### src/rtl/fp_pkg.sv
// Shared types and helpers for the floating-point adder datapath.
package fp_pkg;

  localparam int unsigned MANT_W = 32;
  localparam int unsigned POS_W  = 5;
  localparam int unsigned EXP_W  = 8;

  typedef struct packed {
    logic [MANT_W-1:0] mant;
    logic [EXP_W-1:0]  exp;
    logic              zero;
    logic              uflow;
  } norm_beat_t;

  typedef enum logic [1:0] {
    CLS_NORM  = 2'd0,
    CLS_ZERO  = 2'd1,
    CLS_UFLOW = 2'd2
  } norm_cls_t;

  // Zero input wins over underflow; a non-positive exponent difference underflows.
  function automatic norm_cls_t classify(input logic zero, input logic diff_neg,
                                         input logic diff_zero);
    if (zero)
      return CLS_ZERO;
    else if (diff_neg || diff_zero)
      return CLS_UFLOW;
    else
      return CLS_NORM;
  endfunction

endpackage

### src/rtl/norm_pipe_reg.sv
// Valid/advance pipeline register with asynchronous active-low clear.
module norm_pipe_reg #(
  parameter int unsigned W = 8
) (
  input  logic         clk,
  input  logic         rst_n,
  input  logic         adv,
  input  logic         in_valid,
  input  logic [W-1:0] in_data,
  output logic         out_valid,
  output logic [W-1:0] out_data
);

  always_ff @(posedge clk or negedge rst_n) begin
    if (!rst_n) begin
      out_valid <= 1'b0;
      out_data  <= '0;
    end else if (adv) begin
      out_valid <= in_valid;
      if (in_valid)
        out_data <= in_data;
    end
  end

endmodule

### src/rtl/normalize_shift32.sv
// Two-stage normalization shifter: coarse byte shift in S1, fine shift and
// classification in S2, valid/ready at full throughput.
module normalize_shift32 #(
  parameter int unsigned EXP_W = 8
) (
  input  logic             clk,
  input  logic             rst_n,
  input  logic             in_valid,
  output logic             in_ready,
  input  logic [31:0]      in_mant,
  input  logic [EXP_W-1:0] in_exp,
  input  logic [4:0]       in_pos,
  input  logic             in_zero,
  output logic             out_valid,
  input  logic             out_ready,
  output logic [31:0]      out_mant,
  output logic [EXP_W-1:0] out_exp,
  output logic             out_zero,
  output logic             out_uflow
);
  import fp_pkg::*;

  localparam int unsigned S1_W = MANT_W + 3 + 1 + EXP_W + 1;
  localparam int unsigned S2_W = MANT_W + EXP_W + 2;

  logic              s1_valid, s2_valid;
  logic              s1_adv, s2_adv;
  logic [S1_W-1:0]   s1_d, s1_q;
  logic [S2_W-1:0]   s2_d, s2_q;
  logic [MANT_W-1:0] coarse, s1_coarse, fine;
  logic [2:0]        s1_fine;
  logic              s1_zero;
  logic [EXP_W:0]    diff, s1_diff;
  norm_cls_t         cls;

  assign s2_adv   = ~s2_valid | out_ready;
  assign s1_adv   = ~s1_valid | s2_adv;
  assign in_ready = s1_adv;

  always_comb begin
    coarse = in_mant << {in_pos[4:3], 3'b000};
    diff   = {1'b0, in_exp} - (EXP_W+1)'(in_pos);
    s1_d   = {coarse, in_pos[2:0], in_zero, diff};
  end

  norm_pipe_reg #(.W(S1_W)) u_s1 (
    .clk      (clk),
    .rst_n    (rst_n),
    .adv      (s1_adv),
    .in_valid (in_valid),
    .in_data  (s1_d),
    .out_valid(s1_valid),
    .out_data (s1_q)
  );

  // The borrow bit of the widened difference flags a negative exponent.
  always_comb begin
    {s1_coarse, s1_fine, s1_zero, s1_diff} = s1_q;
    fine = s1_coarse << s1_fine;
    cls  = classify(s1_zero, s1_diff[EXP_W], s1_diff == '0);
    s2_d = '0;
    case (cls)
      CLS_NORM:  s2_d = {fine, s1_diff[EXP_W-1:0], 1'b0, 1'b0};
      CLS_ZERO:  s2_d = {{MANT_W{1'b0}}, {EXP_W{1'b0}}, 1'b1, 1'b0};
      CLS_UFLOW: s2_d = {{MANT_W{1'b0}}, {EXP_W{1'b0}}, 1'b1, 1'b1};
      default:   s2_d = {{MANT_W{1'b0}}, {EXP_W{1'b0}}, 1'b1, 1'b0};
    endcase
  end

  norm_pipe_reg #(.W(S2_W)) u_s2 (
    .clk      (clk),
    .rst_n    (rst_n),
    .adv      (s2_adv),
    .in_valid (s1_valid),
    .in_data  (s2_d),
    .out_valid(s2_valid),
    .out_data (s2_q)
  );

  assign out_valid = s2_valid;
  assign {out_mant, out_exp, out_zero, out_uflow} = s2_q;

endmodule
### config.mk
export PLATFORM = sky130hd
export DESIGN_NAME = normalize_shift32
export DESIGN_NICKNAME = d
export VERILOG_FILES = /design/src/rtl/fp_pkg.sv /design/src/rtl/norm_pipe_reg.sv /design/src/rtl/normalize_shift32.sv
export SDC_FILE = /design/constraint.sdc
export NUM_CORES = 1
export LEC_CHECK = 0
export CAP_MARGIN = 20
export CORE_MARGIN = 10
export CORE_UTILIZATION = 48
export DETAILED_ROUTE_END_ITERATION = 12
export GPL_TIMING_DRIVEN = 0
export HOLD_SLACK_MARGIN = 0.03
export PLACE_DENSITY_LB_ADDON = 0.3
export REMOVE_ABC_BUFFERS = 1
export SLEW_MARGIN = 20
export SYNTH_ARGS = -nofsm -noshare
export SYNTH_HDL_FRONTEND = slang
export SYNTH_SLANG_ARGS = --single-unit
### constraint.sdc
create_clock -name clk -period 1.35 [get_ports clk]
set_input_delay 0.27 -clock clk [delete_from_list [all_inputs] [get_ports clk]]
set_output_delay 0.27 -clock clk [all_outputs]
set_load 0.1 [all_outputs]
==> impl_metrics.py <==
metrics = {
    "setup_path": {
        "arrival_ps": 1840,
        "rrSetupSlack_ps": -220,
        "crit_required_ps": 1600,
        "r2r_start": "u_s1.out_data[12]",
        "crit_path_start": "in_mant[29]",
        "path_max_fanout": 1,
        "reg2reg_depth": 4,
        "critical_path_class": "input port to register",
        "r2r-end": "u_s2.out_data[29]",
        "crit_path_start_kind": "input port",
        "end_kind": "register",
        "crit_end": "u_s1.out_data[42]",
    },
    "clock_network": {
        "cts_num_sinks": 89,
        "clock_latency_ps": 370,
        "ctsHtreeMaxLevel": 3,
        "numCtsBuffers": 9,
        "clk_transition_reported_paths_ps": 80,
        "clockBufferDepth": 2,
        "cts_tree": "yes",
        "clockRootBuffer": "clkbuf_8",
    },
    "placed_design": {
        "dp_hpwl_um": 9670,
        "place_congestion": 0.851,
        "pre_cts_ws_ps": -1350,
        "portBuffers": 93,
        "dp_cells": 681,
        "dpl-instance-area_um2": 5960,
    },
    "sta": {
        "tightest_slew_ps": 757,
        "hold_viol_final": 0,
        "setup_viol": 56,
        "post-route-period-util": 1.17,
        "rsz0062_at_grt": "true",
        "setup_ws_ps": -233,
        "fmax_mhz": 632,
        "whs_ps": 142,
        "slew_headroom": 0.495,
        "finalClockSkew_ps": 11.3,
        "drv_slew": 0,
        "fin_crit_ps": 1580,
    },
    "power": {
        "p_per_area_nw_per_um2": 1560,
        "p_leak_nw": 3.18,
        "peakVddDrop_mv": 0.770,
    },
    "detailed_routing": {
        "dr.pass1.iters": 5,
        "drt-initial-drc-count": 583,
        "drtAntennaViolNets": 0,
        "wirelength_um": 19500,
        "wire_per_inst_um": 25.7,
        "routed_via_density": 6.62,
        "vias": 5033,
        "drc_errors": 0,
    },
    "floorplan": {
        "placementRows": 37,
        "start_util": 0.488,
        "fp.coreArea_um2": 10200,
        "die_w_um": 122,
        "die-height_um": 122,
        "io-pin-count": 94,
        "dieArea_um2": 14800,
    },
    "synth": {
        "yosysWarnings": 0,
        "synth_cells": 488,
        "yosysTopAreaCellShare": 0.448,
        "yosysTopAreaCell": "dfrtp_1",
        "synth_edf_count": 0,
        "syn_area_um2": 4970,
        "yosysUniqueCellTypes": 45,
        "ys_async_sr_fraction": 1.00,
        "ys_seq_elements": 89,
        "yosys-top-cells-area": "dfrtp_1, mux2i_1, a22oi_1, nand2_1, a32o_1",
        "yosysSeqAreaShare": 0.448,
        "ys.flop_type": "dfrtp_1",
        "avgSynthCellArea_um2": 10.2,
    },
    "hold_path": {
        "hp-class": "input port to register",
    },
    "finish": {
        "final_cells": 760,
        "final_area_um2": 7520,
        "final_cell_mix": "dfrtp_1, buf_4, nand2_1",
        "nFillCells": 640,
        "postLayoutCoreUtil": 0.738,
        "antenna_cells": 0,
        "final_nets": 675,
        "final_common_cell": "dfrtp_1",
        "drive_above_1_share": 0.393,
        "syn_to_final_growth_pct": 51.3,
    },
    "global_routing": {
        "grt_pass1_vias": 4843,
        "grt_usage": 0.223,
        "grt_start_max_net_pins": 65,
        "antenna_found_initial": 0,
        "gr-total-overflow": 0,
        "grt_pass1_wl_um": 26300,
    },
    "job": {
        "cap_viol_max_count": 0,
    },
    "status": {
        "outcome": "finished with violations",
        "violations": "setup timing",
    },
}
## sequential cells by signal (all words and copies together) (netlist names)
signal and cells:
u_s2.out_valid 1, u_s1.out_data 45, u_s2.out_data 42, u_s1.out_valid 1
## cell families after synthesis
logic type | Yosys count | share of synthesized area
compound gates | 168 | 0.246
simple gates | 113 | 0.105
flops | 89 | 0.448
mux | 64 | 0.140
buf+inv | 47 | 0.0433
fa+ha+maj | 6 | 0.0166
xor+xnor | 1 | 0.00176
## power by group
part	total [W]	switching, W	internal (W)
sequential	0.00368	0.000532	0.00315
combinational	0.00592	0.00392	0.00201
clock	0.00212	0.000984	0.00114
total	0.0117	0.00543	0.00629
## what timing repair did
action                                  CTS  global route
endpoints found under the setup margin  131            90
resized for setup                       430            63
hold buffers                              1             0
buffers inserted                         39             9
gates cloned                              7             8
pin swaps                                30            14
endpoints found under the hold margin    52             0
## synthesized netlist by cell type (all sizes together) (3+ instances only)
cell type	count
nor2b	13
a21oi	19
a32o	22
inv	6
nor2	18
o21a	4
a22o	10
a211oi	10
a22oi	42
o31ai	14
nand2	61
mux4	3
a31oi	3
and2	3
buf	22
a221oi	4
or4	3
o21ai	29
mux2i	48
o22ai	4
mux2	13
nand2b	4
dfrtp	89
clkbuf	18
ha	5
nor3	3
## routing by layer
layer	up-vias	GRT usage	routed length [um]
li1	2135	-	-
met1	2429	0.268	6970
met2	371	0.369	9370
met3	98	0.0523	2010
met4	0	0.109	1140
met5	-	0	0
## area by class of cell
type	count	area, um2	share of cell area
Multi-Input combinational cell	364	3330	0.443
Sequential cell	89	2240	0.298
Timing Repair Buffer	148	1520	0.202
Tap cell	136	170	0.0226
Clock buffer	11	151	0.0201
Clock inverter	5	77.6	0.0103
Inverter	7	31.3	0.00416
## through the flow
step | setup TNS [ps] | power [W]
6_report | -7880 | 0.0117
4_1_cts | -5950 | 0.0111
3_5_place_dp | -95280 | 0.00833
2_1_floorplan | -164080 | 0.00696
5_1_grt | -10450 | 0.0121
3_3_place_gp | -455260 | 0.00822
## worst min path at each step
stage | startpoint | endpoint | slack (ps) | cells past startpoint
floorplan | rst_n | u_s1.out_data[0] | -30 | 0
global placement | u_s2.out_data[12] | u_s2.out_data[12] | 460 | 2
detailed placement | rst_n | u_s2.out_data[27] | 350 | 1
CTS | in_pos[2] | u_s1.out_data[12] | 130 | 3
global route | in_pos[0] | u_s1.out_data[10] | 150 | 3
finish | in_pos[0] | u_s1.out_data[10] | 140 | 3
## critical path: stages
cell,delay [ps]
clkdlybuf4s50_1,460
nor2b_1,170
a211oi_1,470
a21oi_1,170
mux2_4,290
(Power assumes the default switching activity.)
